**config.mk**
```make
export PLATFORM = sky130hd
export DESIGN_NAME = slot_scheduler
export DESIGN_NICKNAME = d
export VERILOG_FILES = /design/src/rtl/slot_sched_pkg.sv /design/src/rtl/slot_scheduler_rr_picker.sv /design/src/rtl/slot_scheduler.sv
export SDC_FILE = /design/constraint.sdc
export NUM_CORES = 1
export LEC_CHECK = 0
export CORE_MARGIN = 2
export CORE_UTILIZATION = 56
export DETAILED_ROUTE_END_ITERATION = 10
export PLACE_DENSITY_LB_ADDON = 0.12
export SETUP_SLACK_MARGIN = 0.02
export SLEW_MARGIN = 20
export SYNTH_ARGS = -nofsm -noshare
export SYNTH_HDL_FRONTEND = slang
export SYNTH_SLANG_ARGS = --single-unit
```
**constraint.sdc**
```tcl
create_clock -name clk -period 4.7 [get_ports clk]
set_clock_uncertainty 0.05 [all_clocks]
set_input_delay 1.175 -clock clk [delete_from_list [all_inputs] [get_ports clk]]
set_output_delay 1.175 -clock clk [all_outputs]
set_load 0.1 [all_outputs]
```
**src/rtl/slot_sched_pkg.sv**
```systemverilog
// Shared types and helpers for the slot scheduler: FSM state encoding,
// slot-table geometry, the power-up slot ownership pattern and a one-hot
// encoder.
package slot_sched_pkg;

   typedef enum logic {
      IDLE  = 1'b0,
      GRANT = 1'b1
   } state_e;

   localparam int NUM_SLOTS = 8;
   localparam int SLOT_W    = 3;

   // Power-up owner of a slot: owners repeat round the requesters.
   function automatic logic [SLOT_W-1:0] default_owner(input int slot_idx, input int num_req);
      return SLOT_W'(slot_idx % num_req);
   endfunction

   // One-hot encode a requester index into a NUM_SLOTS-wide vector.
   function automatic logic [NUM_SLOTS-1:0] onehot(input logic [SLOT_W-1:0] idx);
      logic [NUM_SLOTS-1:0] v;
      v      = '0;
      v[idx] = 1'b1;
      return v;
   endfunction

endpackage

```
**src/rtl/slot_scheduler_rr_picker.sv**
```systemverilog
// Round-robin picker: returns the first requesting index found scanning
// upward from ptr_i (mod N). Used only by the work-conserving reclaim path.
module rr_picker #(
   parameter int N = 4,
   parameter int W = $clog2(N)
) (
   input  logic [N-1:0] req_i,
   input  logic [W-1:0] ptr_i,
   output logic         valid_o,
   output logic [W-1:0] winner_o
);

   logic [W-1:0] idx;

   // Scan from the farthest offset down so the nearest requester wins last.
   always_comb begin
      valid_o  = 1'b0;
      winner_o = '0;
      idx      = '0;
      for (int k = N - 1; k >= 0; k--) begin
         idx = W'((int'(ptr_i) + k) % N);
         if (req_i[idx]) begin
            valid_o  = 1'b1;
            winner_o = idx;
         end
      end
   end

endmodule

```
**src/rtl/slot_scheduler.sv**
```systemverilog
// Time-slot scheduler: an 8-entry owner table walked by a mod-8 slot counter
// hands a registered one-hot grant to the slot owner, held until done or
// hold expiry. Optional macro SLOT_RECLAIM_EN makes the scheduler
// work-conserving: an unrequested slot is reclaimed by a round-robin pick.
module slot_scheduler
   import slot_sched_pkg::*;
#(
   parameter int NUM_REQ  = 4,
   parameter int HOLD_MAX = 4
) (
   input  logic                       clk,
   input  logic                       reset,
   input  logic [NUM_REQ-1:0]         req,
   input  logic [NUM_REQ-1:0]         done,
   input  logic                       cfg_we,
   input  logic [2:0]                 cfg_slot,
   input  logic [$clog2(NUM_REQ)-1:0] cfg_owner,
   output logic [NUM_REQ-1:0]         grant,
   output logic                       busy,
   output logic [2:0]                 slot,
   output logic                       timeout
);

   localparam int OW = $clog2(NUM_REQ);

   state_e               state_q, state_d;
   logic [NUM_REQ-1:0]   grant_q, grant_d;
   logic                 busy_q, busy_d;
   logic [SLOT_W-1:0]    slot_q, slot_d;
   logic                 timeout_q, timeout_d;
   logic [3:0]           hold_q, hold_d;
   logic [OW-1:0]        gidx_q, gidx_d;
   logic [OW-1:0]        table_q [NUM_SLOTS];
   logic [OW-1:0]        owner;
   logic [NUM_SLOTS-1:0] grant_full;
   logic                 cfg_ok;

   assign owner  = table_q[slot_q];
   assign cfg_ok = ({1'b0, cfg_owner} < (OW+1)'(NUM_REQ));

`ifdef SLOT_RECLAIM_EN
   logic [OW-1:0] ptr_q, ptr_d;
   logic          pick_valid;
   logic [OW-1:0] pick_idx;

   rr_picker #(.N(NUM_REQ), .W(OW)) u_rr_picker (
      .req_i    (req),
      .ptr_i    (ptr_q),
      .valid_o  (pick_valid),
      .winner_o (pick_idx)
   );
`endif

   // Next-state logic: grant the owner, reclaim or skip in IDLE; release on done or hold expiry in GRANT.
   always_comb begin
      state_d    = state_q;
      gidx_d     = gidx_q;
      hold_d     = hold_q;
      slot_d     = slot_q;
      timeout_d  = 1'b0;
      grant_full = '0;
      grant_d    = '0;
`ifdef SLOT_RECLAIM_EN
      ptr_d      = ptr_q;
`endif
      case (state_q)
         IDLE: begin
            if (req[owner]) begin
               state_d = GRANT;
               gidx_d  = owner;
               hold_d  = 4'd1;
            end
`ifdef SLOT_RECLAIM_EN
            else if (pick_valid) begin
               state_d = GRANT;
               gidx_d  = pick_idx;
               hold_d  = 4'd1;
               ptr_d   = OW'((int'(pick_idx) + 1) % NUM_REQ);
            end
`endif
            else begin
               slot_d = slot_q + 3'd1;
            end
         end
         GRANT: begin
            if (done[gidx_q] || (hold_q == 4'(HOLD_MAX))) begin
               state_d   = IDLE;
               hold_d    = 4'd0;
               slot_d    = slot_q + 3'd1;
               timeout_d = ~done[gidx_q];
            end else begin
               hold_d = hold_q + 4'd1;
            end
         end
         default: state_d = IDLE;
      endcase
      if (state_d == GRANT) begin
         grant_full = onehot(SLOT_W'(gidx_d));
         grant_d    = grant_full[NUM_REQ-1:0];
      end
      busy_d = |grant_d;
   end

   // Control and output registers, cleared asynchronously by reset.
   always_ff @(posedge clk or negedge reset) begin
      if (!reset) begin
         state_q   <= IDLE;
         grant_q   <= '0;
         busy_q    <= 1'b0;
         slot_q    <= '0;
         timeout_q <= 1'b0;
         hold_q    <= '0;
         gidx_q    <= '0;
`ifdef SLOT_RECLAIM_EN
         ptr_q     <= '0;
`endif
      end else begin
         state_q   <= state_d;
         grant_q   <= grant_d;
         busy_q    <= busy_d;
         slot_q    <= slot_d;
         timeout_q <= timeout_d;
         hold_q    <= hold_d;
         gidx_q    <= gidx_d;
`ifdef SLOT_RECLAIM_EN
         ptr_q     <= ptr_d;
`endif
      end
   end

   // Slot owner table: reset to defaults, written when the new owner is in range.
   always_ff @(posedge clk or negedge reset) begin
      if (!reset) begin
         for (int i = 0; i < NUM_SLOTS; i++) begin
            table_q[i] <= OW'(default_owner(i, NUM_REQ));
         end
      end else if (cfg_we && cfg_ok) begin
         table_q[cfg_slot] <= cfg_owner;
      end
   end

   assign grant   = grant_q;
   assign busy    = busy_q;
   assign slot    = slot_q;
   assign timeout = timeout_q;

endmodule

```
**After elaboration in Yosys (flattened, before gate mapping)**

Index checks and enable logic that the tools add are counted.

- Add/sub/neg operators: 2
- Order comparisons: 7
- Eq/ne operators: 4
- Multiplexer cells: 26
- Bitwise gates (word level): 4
- Reductions and logical operators: 5

Operators with widths:

| operator | count |
|---|---|
| 16-bit bitwise mux | 1 |
| 4-bit 2-to-1 mux | 3 |
| 2-bit 2-to-1 mux | 5 |
| 4-bit greater-or-equal comparator, second input constant | 2 |
| 3-bit inverter with 4-bit output | 2 |
| 4-bit case mux with 2 select lines | 1 |
| 1-bit 2-to-1 mux | 7 |
| 2-bit binary-select mux with 3-bit select | 1 |
| 2-bit demux with 3-bit select | 1 |
| 2-bit by 3-bit less-than comparator with 1-bit output, second input constant | 2 |
| 3-bit 2-to-1 mux | 2 |
| 3-bit case mux with 2 select lines | 1 |
| 4-bit by 1-bit adder with 4-bit output, second input constant | 1 |
| 1-bit binary-select mux with 2-bit select | 2 |
| 4-bit by 3-bit == test with 1-bit output, second input constant | 1 |
| 2-bit by 4-bit less-than comparator with 1-bit output, second input constant | 1 |
| 4-bit by 1-bit less-than comparator with 1-bit output, second input constant | 1 |
| 2-bit inequality test, second input constant | 2 |
| 4-bit OR reduction | 1 |
| 3-bit by 1-bit adder with 3-bit output, second input constant | 1 |
| 1-bit demux with 2-bit select | 1 |
| 2-bit by 1-bit greater-or-equal comparator with 1-bit output, second input constant | 1 |
| 1-bit logical AND | 2 |
| 2-bit by 1-bit inequality test with 1-bit output, second input constant | 1 |
| other kinds (4) | 5 |

- Register bits after elaboration: 32
- Input bits: 16
- Output and inout port bits: 9
- Logic and storage cells: 63

**Logic depth before layout (Yosys ltp)**

- Word-level depth: 14
- Gate-level depth with buffers: 8
- Depth with buffers taken out: 8

**Worst setup path before layout**

No wires, ideal clock.

- Kind: reg-to-reg
- From: register slot_q[0], in the netlist slot[0]
- To: register slot_q[1], in the netlist slot[1]
- Setup time: 0.126 ns
- Arrival: 2.844 ns
- Required time: 4.524 ns
- Path slack: 1.680 ns
- Stages on the path, launching flop included: 8
- Path buffers: 1
- Period minus slack after synthesis: 3.020 ns
- Cell sequence: dfrtp_1 buf_6 mux2i_1 mux4_2 mux2i_2 nor3_2 or3_4 mux2_4

- Longest elaborated chain between the ends: 8
- Elaborated cells between the ends (all ways): 12
- Those cells by class: add/sub (1); eq/ne (1); mux (8); bitwise (1); reduce/logical (1)

RTL lines:

| item | line | source |
|---|---|---|
| from (decl) | slot_scheduler.sv:29 | `logic [SLOT_W-1:0] slot_q, slot_d;` |
| from (signal assigned) | slot_scheduler.sv:121 | `slot_q <= slot_d;` |
| 3-bit inverter with 4-bit output (not written as such) | slot_scheduler.sv:38 | `assign owner = table_q[slot_q];` |
| 2-bit binary-select mux with 3-bit select | slot_scheduler.sv:38 |  |
| 2-bit 2-to-1 mux (not written as such) (2 in series) | slot_scheduler.sv:38 |  |
| 1-bit binary-select mux with 2-bit select | slot_scheduler.sv:68 | `if (req[owner]) begin` |
| 1-bit 2-to-1 mux (not written as such) | slot_scheduler.sv:68 |  |
| 2-bit inequality test (no source line) | n/a |  |
| 2-bit AND reduction (no source line) | n/a |  |

Several ways; a longest one is shown, not always the timed one. The select of a mux whose other input is x is not followed.
A chain may end at the register's enable or synchronous reset.

**Worst setup path after layout**

- From: register slot_q[0], in the netlist slot[0]
- To: output port slot[0]

RTL lines:

| item | line | source |
|---|---|---|
| to (decl) | slot_scheduler.sv:20 | `output logic [2:0] slot,` |

No word-level cell between the ends.

==> impl_metrics.yaml <==
timing:
  post-route-period-util: 0.729
  relSlewSlack: 0.356
  slew_violations: 0
  worstMarginPinSlew_ns: 0.963
  setup_tns_ns: 0
  rsz0062_at_grt: "false"
  max_freq_mhz: 292
  finalSetupViolCount: 0
  post-route-min-period_ns: 3.43
  finalHoldViolCount: 0
  fin_hold_ws_ns: 0.451
setup_path:
  arrival_ns: 2.20
  r2r_slack_ns: 1.96
  ff2ff_path_depth: 6
  cp_cell_sequence: "clkdlybuf4s50_1"
  endpoint_kind: "primary output"
  critical_path_required_ns: 3.47
  cp_slowest_stage_delay_ns: 1.22
  path_max_fanout: 9
  critical-path-top-delay-family: "buffers and inverters"
  slowest_stage: "clkdlybuf4s50_1"
  cp.depth: 1
  crit_type: "flip-flop to primary output"
  worstPathBufferInverterCount: 1
  worst_setup_path_start_kind: "flip-flop"
min_path:
  min_path_cells: 1
  min_path_type: "flip-flop to flip-flop"
synth:
  synthArstFlopShare: 1.00
  dominantRegCellSynth: "dfrtp_1"
  yosys.area.top_type: "dfrtp_1"
  synth_warnings: 0
  ys_types: 36
  synth_area_mm2: 0.00159
  yosysSeqAreaShare: 0.509
  post_synth_inst_count: 122
  syn_avg_cell_area_um2: 13.0
  synth_edf_count: 0
  synth_area_leaders: "dfrtp_1 38%, dfstp_2 13%, mux2_2 11%"
  synth_top_area_frac: 0.377
  ys_seq_elements: 32
  syn-num-nets: 141
pwr:
  total_power_w: 0.00139
  p_leak_nw: 0.808
  p_int_w: 0.000768
  comb_power_share: 0.510
  pwr_density_cell_mw_per_mm2: 715
  vdd_drop_max_mv: 0.701
  clkPwrFrac: 0.153
  pwr-share-seq: 0.337
  p_sw_w: 0.000620
  switching_share: 0.447
clocking:
  cts_max_level: 2
  clockBufferDepth: 2
  cts_setup_buffers: 0
  clock_latency_ns: 0.35
  cts-root-buf: "clkbuf_4"
  cts_buffers: 5
  cts_tree: "yes"
  cts_num_sinks: 32
  clk_pin_slew_ns: 0.10
  cts.repair.resized: 0
  hold_buffers: 0
cells_and_area:
  multi_input_area_um2: 749
  drive_gt1_frac: 0.275
  nets: 171
  final_core_util: 0.710
  diodes: 0
  final_cell_count_no_fill: 184
  fillers: 188
  seq_area_um2: 811
  area_growth_pct: 22.0
  most-common-layout-cells: "24 x dfrtp_1, 24 x clkdlybuf4s50_1, 16 x mux2_2"
global_routing:
  grtUsageTotal: 0.207
  grt_pass1_vias: 1052
  antenna_found_initial: 0
  grt_max_degree: 33
  grt_overflow: 0
  grt_pass1_wl_mm: 4.97
die:
  die_h_um: 57.3
  pin_count: 25
  start_util: 0.582
  dieArea_mm2: 0.00328
  fp-row-count: 19
  core_mm2: 0.00273
  dieWidth_um: 57.3
detailed_routing:
  wirelength_mm: 2.91
  ant_nets: 0
  drt_iter0_markers: 29
  vias_per_cell: 5.95
  vias: 1095
  routedWlPerCell_um: 15.8
  dr.pass1.iters: 4
  drcViolationCount: 0
placed_design:
  io_buffers: 24
  hpwl_mm: 2.12
  routabilityCongestion: 0.736
  dp.cells: 176
job:
  max_cap_violations: 0
status:
  status: "completed"
==> flip-flops by register name, summed over array words and instances (netlist names) <==
| name | flops |
|---|---|
| slot | 3 |
| gidx_q | 2 |
| busy | 1 |
| grant | 4 |
| timeout | 1 |
| hold_q | 4 |
| state_q | 1 |
| table_q | 16 |
==> path summary, 6_finish.rpt <==
check | startpoint | to
setup / recovery | slot[0] | slot[0]
hold reg to reg | hold_q[3] | timeout
setup reg to reg | slot[0] | slot[1]
hold / removal | hold_q[3] | timeout
max in group asynchronous | reset | table_q[8]
min in group asynchronous | reset | table_q[6]
==> synthesized netlist by cell type (2+ instances only) <==
cell and number:
nor2_1 7, nand2b_1 2, mux2_2 16, mux4_2 2, o21ai_1 3, nand4b_1 3, o21ai_0 3, inv_1 4
dfstp_2 8, mux4_1 2, dfrtp_1 24, mux2i_2 2, nor3_1 4, or2_1 2, or3_1 2, nand2_1 8
o31ai_1 3, mux2i_1 6, ha_1 3, nor3b_1 2
==> layer usage <==
metal | vias up | track usage | share of wire
li1 | 510 | - | -
met1 | 547 | 0.274 | 0.47
met2 | 29 | 0.310 | 0.47
met3 | 9 | 0.0476 | 0.039
met4 | 0 | 0.130 | 0.029
met5 | - | 0 | 0
==> logic make-up (layout without fill, tap and decap cells) <==
family | after synthesis | in the layout | share of synthesized area
xor+xnor | 2 | 2 | 0.0110
compound gates | 14 | 14 | 0.0566
buf+inv | 6 | 37 | 0.0196
flops | 32 | 32 | 0.509
simple gates | 35 | 35 | 0.127
fa+ha+maj | 3 | 3 | 0.0236
mux | 30 | 30 | 0.253
==> power groups by stage <==
| stage | logic, W | registers (W) | clock network (W) |
|---|---|---|---|
| 5_1_grt | 0.000756 | 0.000482 | 0.000224 |
| 2_1_floorplan | 0.000388 | 0.000640 | 0 |
| 3_5_place_dp | 0.000706 | 0.000472 | 0 |
| 3_3_place_gp | 0.000694 | 0.000468 | 0 |
| 6_report | 0.000708 | 0.000468 | 0.000212 |
| 4_1_cts | 0.000709 | 0.000468 | 0.000215 |
==> through the flow <==
step / worst slack [ns] / area [µm²]
4_1_cts: 1.26 / 1940
5_1_grt: 1.21 / 1940
3_5_place_dp: 1.42 / 1860
3_3_place_gp: 1.50 / 1860
2_1_floorplan: 1.68 / 1590
6_report: 1.27 / 1940
==> layout make-up <==
class	count	share of cell area
well taps	31	0.0200
repair buffers	25	0.128
clock inverters	3	0.0219
clock buffers	5	0.0193
flip-flops and latches	32	0.418
multi-input cells	84	0.386
inverters	4	0.00773
(Power assumes the default switching activity.)
